`src/rtl/cpu16_pkg.sv`:
```
// Shared constants for the 16-bit CPU datapath blocks.
package cpu16_pkg;

  localparam int unsigned DATA_W = 16;
  localparam int unsigned CNT_W_DEF = 8;

endpackage

```
`src/rtl/demux1in2_buf_out_slot.sv`:
```
// Single-entry output buffer with a valid/ready drain and a wrapping transfer counter.
module out_slot
  import cpu16_pkg::*;
#(
  parameter int unsigned WIDTH = DATA_W,
  parameter int unsigned CNT_W = CNT_W_DEF
) (
  input  logic             clk,
  input  logic             rst,
  input  logic             load,
  input  logic [WIDTH-1:0] din,
  input  logic             ready,
  output logic             valid,
  output logic [WIDTH-1:0] dout,
  output logic [CNT_W-1:0] cnt
);

  logic drain;

  assign drain = valid && ready;

  // A load on the same edge as a drain keeps the slot full with the new word.
  always_ff @(posedge clk) begin
    if (rst) begin
      valid <= 1'b0;
      dout  <= '0;
      cnt   <= '0;
    end else begin
      if (load) begin
        valid <= 1'b1;
        dout  <= din;
      end else if (drain) begin
        valid <= 1'b0;
      end
      if (drain) begin
        cnt <= cnt + CNT_W'(1);
      end
    end
  end

endmodule

```
`src/rtl/demux1in2_buf.sv`:
```
// Registered 1-to-2 demultiplexer: one valid/ready input steered by S into two buffered outputs.
module demux1in2_buf
  import cpu16_pkg::*;
#(
  parameter int unsigned WIDTH = DATA_W,
  parameter int unsigned CNT_W = CNT_W_DEF
) (
  input  logic             clk,
  input  logic             rst,
  input  logic [WIDTH-1:0] Hyrja,
  input  logic             S,
  input  logic             hyrja_valid,
  output logic             hyrja_ready,
  output logic [WIDTH-1:0] Dalja0,
  output logic             dalja0_valid,
  input  logic             dalja0_ready,
  output logic [WIDTH-1:0] Dalja1,
  output logic             dalja1_valid,
  input  logic             dalja1_ready,
  output logic [CNT_W-1:0] cnt0,
  output logic [CNT_W-1:0] cnt1
);

  logic accept;
  logic load0;
  logic load1;

  // Only the selected output's occupancy and ready gate the input.
  assign hyrja_ready = S ? (!dalja1_valid || dalja1_ready)
                         : (!dalja0_valid || dalja0_ready);
  assign accept      = hyrja_valid && hyrja_ready;
  assign load0       = accept && !S;
  assign load1       = accept && S;

  out_slot #(.WIDTH(WIDTH), .CNT_W(CNT_W)) u_slot0 (
    .clk   (clk),
    .rst   (rst),
    .load  (load0),
    .din   (Hyrja),
    .ready (dalja0_ready),
    .valid (dalja0_valid),
    .dout  (Dalja0),
    .cnt   (cnt0)
  );

  out_slot #(.WIDTH(WIDTH), .CNT_W(CNT_W)) u_slot1 (
    .clk   (clk),
    .rst   (rst),
    .load  (load1),
    .din   (Hyrja),
    .ready (dalja1_ready),
    .valid (dalja1_valid),
    .dout  (Dalja1),
    .cnt   (cnt1)
  );

endmodule

```
`config.mk`:
```
export PLATFORM = sky130hd
export DESIGN_NAME = demux1in2_buf
export DESIGN_NICKNAME = d
export VERILOG_FILES = /design/src/rtl/cpu16_pkg.sv /design/src/rtl/demux1in2_buf_out_slot.sv /design/src/rtl/demux1in2_buf.sv
export SDC_FILE = /design/constraint.sdc
export NUM_CORES = 1
export LEC_CHECK = 0
export ABC_CLOCK_PERIOD_IN_PS = 2950
export CELL_PAD_IN_SITES_DETAIL_PLACEMENT = 1
export CELL_PAD_IN_SITES_GLOBAL_PLACEMENT = 1
export CORE_MARGIN = 4
export CORE_UTILIZATION = 34
export DETAILED_ROUTE_END_ITERATION = 12
export MAX_ROUTING_LAYER = met4
export PLACE_DENSITY = 0.88
export SYNTH_ARGS = -nofsm -noshare
export SYNTH_HDL_FRONTEND = slang
export SYNTH_SLANG_ARGS = --single-unit
```
`constraint.sdc`:
```
create_clock -name clk -period 2.95 [get_ports clk]
set_clock_uncertainty 0.15 [all_clocks]
set_input_delay 0.295 -clock clk [delete_from_list [all_inputs] [get_ports clk]]
set_output_delay 0.295 -clock clk [all_outputs]
set_load 0.05 [all_outputs]
```
-- After elaboration in Yosys (flattened, before gate mapping)
Index checks and enable logic that the tools add are counted.
- flip-flop bits (word level): 50
- input bits: 22
- output and inout bits: 51
- word-level logic and storage cells: 25
- add/sub/neg operators: 2
- mux-type cells: 5
- reduce and logical (&&, ||, !) cells: 12
- operators with widths (kind ; count):
    adder 8 x 1 -> 8 bit, second input constant ; 2
    logical AND 1 bit ; 5
    two-way mux 1 bit ; 5
    nonzero test 2 bit ; 2
    zero test 1 bit ; 3
    logical OR 1 bit ; 2

-- Longest topological paths before layout
- depth in word-level cells: 6
- mapped depth: 5
- mapped depth without buffers: 4

-- Hierarchy
From an unflattened synthesis, not the netlist that was laid out.
- cell total of the unflattened synthesis: 201
- area, all modules: 1931.9 um2
- modules (own cells, without submodules) (module ; instances ; cells each ; area an instance (um2) ; sequential area each (um2)):
    out_slot ; 2 ; 97 ; 943.4 ; 500.5
    demux1in2_buf ; 1 ; 7 ; 45.0 ; 0.0

-- Worst setup path before layout
Ideal clock, no wire load.
- kind: reg2out
- start point: register u_slot0.valid
- end point: output port hyrja_ready
- data arrival time: 1.823 ns
- data required time: 2.505 ns
- slack: 0.682 ns
- stages on the path, launching flop included: 6
- path buffers: 2
- cells stage by stage: dfxtp_1 -> nand2b_1 -> buf_2 -> buf_2 -> nor2_1 -> a21oi_1
- cells in the longest elaborated chain, start to end: 3
- ends and longest elaborated chain (what ; line ; RTL):
    start, declared ; demux1in2_buf_out_slot.sv:13 ; output logic valid,
    start signal, assigned ; demux1in2_buf_out_slot.sv:25 ; valid <= 1'b0;
    start signal, assigned ; demux1in2_buf_out_slot.sv:30 ; valid <= 1'b1;
    start signal, assigned ; demux1in2_buf_out_slot.sv:33 ; valid <= 1'b0;
    zero test 1 bit ; demux1in2_buf.sv:30 ; : (!dalja0_valid || dalja0_ready);
    logical OR 1 bit ; demux1in2_buf.sv:30 ;
    two-way mux 1 bit ; demux1in2_buf.sv:29 ; assign hyrja_ready = S ? (!dalja1_valid || dalja1_ready)
    end, declared ; demux1in2_buf.sv:13 ; output logic hyrja_ready,
No other way between the ends.

-- Final worst setup path
- start point: input port dalja1_ready
- end point: output port hyrja_ready
- cells in the longest elaborated chain, start to end: 2
- ends and longest elaborated chain (what ; line ; RTL):
    start, declared ; demux1in2_buf.sv:19 ; input logic dalja1_ready,
    logical OR 1 bit ; demux1in2_buf.sv:29 ;
    two-way mux 1 bit ; demux1in2_buf.sv:29 ;
No other way between the ends.

==> flow_summary.json <==
{
  "outcome": "completed",
  "setup_viol": 0,
  "die_area_mm2": 0.00720,
  "swShare_pct": 28.7,
  "max_stage_delay_ps": 600,
  "p_int_uw": 947,
  "hpwl_um": 4530,
  "yosys_warnings": 0,
  "clkTransAtPathRegs_ps": 80,
  "grt_usage_pct": 17.7,
  "drv_cap": 0,
  "period_needed_ps": 2120,
  "rsz0062_at_grt": "no",
  "finalCritPeriodShare_pct": 72.0,
  "hold_class": "primary input to flop",
  "ys_types": 22,
  "rows": 27,
  "grt_max_degree": 41,
  "cp-end-kind": "output pin",
  "finalHoldViolCount": 0,
  "min_path_cells": 2,
  "drive_above_1_share_pct": 4.23,
  "numCtsBuffers": 5,
  "avgRoutedWirePerCell_um": 16.4,
  "final_common_cell": "clkdlybuf4s50_1",
  "syn_inst": 242,
  "worst_setup_path_start_kind": "primary input",
  "cts_tree": "yes",
  "clock_latency_ps": 300,
  "slew_headroom_pct": 41.2,
  "start_util_pct": 35.8,
  "cp_cell_sequence": "clkdlybuf4s50_1, and2b_1, a21oi_1, buf_12",
  "max_freq_mhz": 471,
  "seqPwrFrac_pct": 53.8,
  "core_area_mm2": 0.00561,
  "p_sw_uw": 382,
  "cts_buffer_depth": 2,
  "grt_first_pass_wirelength_um": 9850,
  "finalPower_mw": 1.33,
  "power_density_mw_per_mm2": 466,
  "syn_area_mm2": 0.00201,
  "area_growth_pct": 42.2,
  "h-tree-depth": 2,
  "grt-ovfl-total": 0,
  "num_vias": 2061,
  "via_per_inst": 5.44,
  "rr_worst_depth": 3,
  "synth_area_per_cell_um2": 8.29,
  "route.detailed.drc": 0,
  "path_class": "primary input to output pin",
  "drtPass1Iterations": 4,
  "clock-sinks": 50,
  "tns_ps": 0,
  "pin_count": 73,
  "cts_hold_buf": 0,
  "worst_slew_pin_slew_ps": 879,
  "antenna_left": 0,
  "cts_setup_buffers": 0,
  "ctsResizeCount": 0,
  "gp_congestion": 0.836,
  "cts_root_buf": "clkbuf_8",
  "p_clk_share_pct": 28.2,
  "final_cell_mix": "70 x clkdlybuf4s50_1, 50 x dfxtp_1, 45 x a21oi_1",
  "port_buffers": 72,
  "drt_wl_total_um": 6200,
  "peakVddDrop_mv": 0.276,
  "whs_ps": 169,
  "drtIter0Drc": 111,
  "grt_pass1_vias": 2033,
  "critPathMaxFanout": 7,
  "ys_seq_area_share_pct": 49.9,
  "fp.dieH_um": 84.8,
  "p_comb_share_pct": 18.1,
  "synth_nets": 266,
  "layout.nets": 331,
  "die_x_um": 84.8,
  "slew_violations": 0,
  "cp.required_ps": 2510,
  "antenna_found_initial": 0,
  "antenna_cells": 0,
  "arrival_ps": 1680,
  "yosys_register_bits": 50,
  "p_leak_nw": 0.941,
  "worst_path_max_delay_cell": "clkdlybuf4s50_1"
}
## cell families after synthesis
kind of cell	Yosys count	synth area share, %
AND/OR/NAND/NOR	79	20.2
buffers and inverters	20	4.11
adder cells (fa/ha/maj)	2	1.25
multiplexers	2	1.12
XOR/XNOR	4	1.75
flip-flops	50	49.9
AO/OA/AOI/OAI	85	21.7
## state kept, by name, summed over array words and instances, names as in the netlist
| name | cells |
|---|---|
| u_slot0.dout | 16 |
| u_slot1.dout | 16 |
| u_slot0.cnt | 8 |
| u_slot1.cnt | 8 |
| u_slot0.valid | 1 |
| u_slot1.valid | 1 |
## cells in the mapped netlist
| cell type | number | area [um^2] |
|---|---|---|
| nand2b_1 | 3 | 18.8 |
| inv_1 | 2 | 7.51 |
| buf_2 | 6 | 30.0 |
| and2_1 | 1 | 6.26 |
| dfxtp_1 | 50 | 1000 |
| nor2b_1 | 4 | 25.0 |
| a21oi_1 | 45 | 225 |
| nand3_1 | 40 | 200 |
| o21ai_1 | 2 | 10.0 |
| mux2_2 | 2 | 22.5 |
| xor2_1 | 4 | 35.0 |
| ha_1 | 2 | 25.0 |
| o31ai_1 | 4 | 30.0 |
| or3_1 | 4 | 25.0 |
| o21ai_0 | 34 | 170 |
| nand4_1 | 4 | 25.0 |
| buf_1 | 1 | 3.75 |
| or4_1 | 4 | 30.0 |
| nor2_1 | 9 | 33.8 |
| and2b_1 | 1 | 7.51 |
| clkbuf_1 | 11 | 41.3 |
| nand2_1 | 9 | 33.8 |
## power groups by stage
| stage | sequential (mW) | combinational, mW | clock (mW) |
|---|---|---|---|
| 2_1_floorplan | 0.807 | 0.0611 | 0 |
| 3_3_place_gp | 0.729 | 0.236 | 0 |
| 3_5_place_dp | 0.730 | 0.241 | 0 |
| 4_1_cts | 0.714 | 0.242 | 0.388 |
| 5_1_grt | 0.718 | 0.255 | 0.420 |
| 6_report | 0.714 | 0.240 | 0.374 |
## final cells by class
class / instances / area, um^2
Tap cell: 72 / 90.1
Clock buffer: 7 / 76.3
Multi-Input combinational cell: 172 / 923
Fill cell: 696 / 2750
Sequential cell: 50 / 1000
Inverter: 2 / 7.51
Timing Repair Buffer: 76 / 756
## per-stage QoR
| stage | worst slack, ps | cell area, um^2 | util [%] | std cells |
|---|---|---|---|---|
| final | 827 | 2850 | 50.9 | 379 |
| after global routing | 748 | 2850 | 50.9 | 379 |
| after CTS | 834 | 2850 | 50.9 | 379 |
| after detailed placement | 707 | 2780 | 49.5 | 372 |
| after global placement | 843 | 2780 | 49.5 | 372 |
| after floorplan | 682 | 2010 | - | 242 |
## worst max-delay path: cells and delay by family
| kind | cells | cell delay (ps) |
|---|---|---|
| buffers and inverters | 2 | 780 |
| AOI/OAI and AO/OA | 1 | 320 |
| and+or+nand+nor | 1 | 270 |
## layer usage
layer | GRT usage, % | share of wire, % | vias to the layer above
met1 | 22.3 | 47 | 1001
li1 | - | - | 996
met5 | - | 0 | -
met4 | 5.32 | 1.5 | 0
met2 | 27.6 | 47 | 56
met3 | 4.76 | 4.6 | 8
## path summary, 6_finish.rpt
path	from	end	slack (ps)
worst max-delay path	dalja1_ready	hyrja_ready	830
worst min register to register	u_slot1.dout[2]	u_slot1.dout[2]	330
worst min-delay path	rst	u_slot0.cnt[3]	170
worst max register to register	u_slot0.valid	u_slot0.dout[0]	1030
No activity file was read; power rests on OpenSTA's default activity.
==> patch 1: new RTL, config.mk and constraints unchanged <==
The package constant `CNT_W_DEF` goes from 8 to 7.
--- a/src/rtl/cpu16_pkg.sv
+++ b/src/rtl/cpu16_pkg.sv
@@ -4,3 +4,3 @@
   localparam int unsigned DATA_W = 16;
-  localparam int unsigned CNT_W_DEF = 8;
+  localparam int unsigned CNT_W_DEF = 7;
 
Interface: changed (resized cnt0 and cnt1); port bits go from 73 to 71. The function was not compared with the original's and may differ.
==> patch 1 against the unedited design <==
Sequential cell count down 2. Register-to-register slack better by 0.42 ns. Area after synthesis down 5.7%. Cell area down 5.0%. Cell count down 5.0%. Sequential power down 3.9%. Worst setup slack worse by 0.055 ns. Total power down 2.5%. Sequential share of layout area up 0.38 points. Via count down 6.4%. Count of clock-buffer cells in the layout down 1. Wire length down 4.7%. Critical path type unchanged. Largest power group unchanged.
==> patch 1: results (changes against the unedited design) <==
status complete, no violations; Met1 Wirelength 2500 µm (-14%); detailed placement HPWL 4390 µm (-3.2%); leakage 0.000898 µW (-4.5%); port buffer count 70 (-2.8%); routed wl met2 3010 µm (+3.1%); Worst Path Arrival 1.73 ns (+0.05 ns); met2 usage 0.313 (+0.0371); end of the critical path hyrja_ready; fraction of area in multi-input gates 0.314 (-0.00960); post-synth top area share 0.508 (+0.00918); largest net degree at the start of global routing 49 (+20%); nonclk inv count 0 (-2); fraction of area in non-clock buffers 0.271 (+0.00575); Seq/total area 0.355 (+0.00385); hold path endpoint u_slot1.dout[0]; Post-synth top cells dfxtp_1 (48), a21oi_1 (45), nand3_1 (41), o21ai_0 (39), or3_1 (8); maximum vdd drop 223 µV (-19%); setup slack, reg-to-reg 1.45 ns (+0.42 ns); Max transition margin 0.573 (+0.160); max incr delay on CP 0.56 ns (-0.04 ns); Reg area 961 µm² (-4.0%); placed inst area 0.00263 mm² (-5.2%); Buffers excl. clock 73 (-3.9%); Synth area leaders dfxtp_1 (51%), a21oi_1 (12%), nand3_1 (11%), o21ai_0 (10%), or3_1 (2.6%); Avg Synthesized Cell Area 8.33 µm² (+0.49%); Yosys cell types 20 (-9.1%); Hold Path Class reg2reg; DP Worst Slack 0.790 ns (+0.0825 ns); vias 1930 (-6.4%); RR Endpoint u_slot0.dout[7]; fillers 634 (-8.9%); gpl congestion 0.746 (-11%); Initial DRC Count 114 (+2.7%); initial antenna violation count 0 (unchanged); crit path max fanout 17 (+10); Clock Tree Root clkbuf_8; GRT Total Usage 0.188 (+0.0114); Synthesized Nets 251 (-5.6%); ANT cells 0 (unchanged); fin cells 360 (-5.0%); global-route wire length before repair 9630 µm (-2.2%); clock-pin slew on the worst setup and hold paths 0.08 ns (about the same); routed length on met3 299 µm (+4.9%); routing usage on met1 0.221 (-0.00290); worst setup margin 0.772 ns (-0.0552 ns); met3 Usage GRT 0.0510 (+0.00340); Ys Warns 0 (unchanged); sequential cell count 48 (-4.0%); wire per inst 16.4 µm (+0.35%); sequential cell area fraction in the yosys report 0.508 (+0.00918); Post-Place Cells 353 (-5.1%); Hold WS 0.331 ns (+0.162 ns); layout cells sized above 1 0.0345 (-0.00786); worst hold start u_slot1.dout[0]; ClkCell Share 0.0286 (+0.00188); comb_multi_in 162 (-5.8%); # clk buffers 6 (-1); nets 314 (-5.1%); Critical-path top delay cell clkdlybuf4s50_1
## patch 1: changes by cell type after synthesis, moves of 3 or more
cell and delta:
clkbuf_2 +3, o31ai_1 -4, or4_1 -4, clkbuf_1 -6, or3_1 +4, nor2_1 -4, nor2b_1 -3, o21ai_0 +5
## patch 1: power by group
| part | switching, µW | internal [µW] |
|---|---|---|
| Clock | 209 | 161 |
| Combinational | 153 | 85.7 |
| Sequential | 15.7 | 671 |
## patch 1: critical path: cells and delay by family
kind | cells | cell delay, ns
AOI/OAI and AO/OA | 1 | 0.33
buffers and inverters | 2 | 0.74
and+or+nand+nor | 1 | 0.37
## patch 1: kinds of logic (layout without fill, tap and decap cells)
family / count (synthesis) / count (layout) / synth area share
buffers and inverters: 17 / 80 / 0.0423
xor gates and xnor gates: 4 / 4 / 0.0185
and+or+nand+nor: 71 / 71 / 0.193
DFF: 48 / 48 / 0.508
AOI/OAI and AO/OA: 85 / 85 / 0.225
adders and majority gates: 2 / 2 / 0.0132
==> patch 2: new RTL, same settings <==
Made on the original files. Make the reset (`rst`) asynchronous in one clocked block.
--- a/src/rtl/demux1in2_buf_out_slot.sv
+++ b/src/rtl/demux1in2_buf_out_slot.sv
@@ -22,3 +22,3 @@
   // A load on the same edge as a drain keeps the slot full with the new word.
-  always_ff @(posedge clk) begin
+  always_ff @(posedge clk or posedge rst) begin
     if (rst) begin
Function: differs if rst is asserted again (counterexample within 4 cycles, from zero or initial values and one cycle with rst high); with rst held inactive, the same outputs for 10 cycles.
==> patch 2 against the unedited design <==
Worst setup slack got worse by 0.27 ns. Via count shrank 35%. Cell area grew 2.5%. Wire length shrank 28%. Utilization fell by 1.2 points. Area after synthesis rose by 2.4%. Maximum frequency is 11% lower. Non-clock buffer count decreased by 3. Sequential cell count unchanged. Sequential share of layout area up 7.7 points. Critical endpoint unchanged.
Power is not compared: it rests on default switching activity, and its combinational part moved more than twofold at a synthesized area within 25%.
==> patch 2: results (changes against the unedited design) <==
status complete, no violations; sequential cell area fraction in the yosys report 0.609 (+0.110); Comb power frac 0.454; Synthesized Nets 159 (-40%); cts bufs inserted 5 (unchanged); vias in the first global route 1564 (-23%); biggest registers after layout u_slot0.dout: 16 flops, u_slot1.dout: 16 flops; power density cells 859 mW/mm²; Worst Path Arrival 1.95 ns (+0.27 ns); ANT cells 0 (unchanged); Routed WL 4490 µm (-28%); Clock Tree Root clkbuf_8; Clock Tree Buf Depth 2 (unchanged); detailed placement HPWL 3350 µm (-26%); global-route wire length before repair 7470 µm (-24%); crit path max fanout 4 (-3); gpl congestion 0.669 (-20%); Initial DRC Count 11 (-90%); DR pass1 iterations 3 (-1); leakage 0.00126 µW; ClkCell Share 0.0325 (+0.00578); DP Worst Slack 0.568 ns (-0.139 ns); Slew @ Worst Pin 0.646 ns (-0.233 ns); largest net degree at the start of global routing 51 (+24%); vias 1340 (-35%); nonclk inv count 1 (-1); GRT Total Usage 0.133 (-0.0439); Hold Path Class reg2reg; comb_multi_in 80 (-53%); Buffers excl. clock 73 (-3.9%); Post-CTS Setup Repair Bufs 0 (unchanged); Post-synth top cells dfrtp_1 (50), mux2_2 (25), nand2_1 (11), mux2_4 (10), xnor2_1 (8); Ys Warns 0 (unchanged); max incr delay on CP 0.81 ns (+0.21 ns); critical path's top delay family buffers and inverters; # clk buffers 6 (-1); fraction of area in non-clock buffers 0.249 (-0.0158); Reg area 0.00125 mm² (+25%); internal power 1440 µW; sequential cell count 50 (unchanged); initial antenna violation count 0 (unchanged); clock-pin slew on the worst setup and hold paths 0.09 ns; area of the multi-input gates 752 µm² (-19%); fraction of registers with async set/reset 1.00 (+1.00); layout cells sized above 1 0.236 (+0.194); fillers 601 (-14%); nets 235 (-29%); Synth area leaders dfrtp_1 (61%), mux2_2 (14%), mux2_4 (7.3%), xnor2_1 (3.4%), xor2_1 (2.6%)
==> patch 2: changes by cell type after synthesis, sizes merged, moves of 7 or more <==
cell | before | now
nand3 | 40 | 2
a21oi | 45 | 0
clkbuf | 11 | 0
o21ai | 36 | 0
dfrtp | 0 | 50
xnor2 | 0 | 8
dfxtp | 50 | 0
nor2 | 9 | 2
mux2 | 2 | 35
==> patch 2: stage by stage <==
step / hold slack, ns / util / cell area (µm²) / instances
4_1_cts: 0.327 / 0.497 / 2920 / 287
5_1_grt: 0.351 / 0.497 / 2920 / 287
3_3_place_gp: 0.307 / 0.481 / 2830 / 279
6_report: 0.327 / 0.497 / 2920 / 287
3_5_place_dp: 0.315 / 0.481 / 2830 / 279
2_1_floorplan: 0.293 / - / 2050 / 135
==> patch 2: per-layer routing <==
layer	global-route usage	routed length [µm]	up-vias
li1	-	-	612
met1	0.150	1810	680
met2	0.231	2340	46
met3	0.0451	330	2
met4	0.0216	10	0
met5	-	0	-
==> patch 2: cell families (layout without fill, tap and decap cells) <==
family	Yosys count	after routing	share of synthesized area
adders and majority gates	2	2	0.0122
and+or+nand+nor	29	29	0.0840
xor gates and xnor gates	14	14	0.0597
buffers and inverters	5	82	0.0250
muxes	35	35	0.210
DFF	50	50	0.609
==> patch 2: path summary, 6_finish.rpt <==
path	slack [ns]	to	cells after the start	from
worst max-delay path	0.56	hyrja_ready	4	dalja1_ready
worst min-delay path	0.33	u_slot1.cnt[7]	1	u_slot1.cnt[7]
worst max register to register	1.16	u_slot1.dout[10]	3	u_slot1.valid
worst min register to register	0.33	u_slot1.cnt[7]	1	u_slot1.cnt[7]
max in group asynchronous	1.89	u_slot0.dout[0]	3	rst
min in group asynchronous	0.34	u_slot0.cnt[4]	3	rst
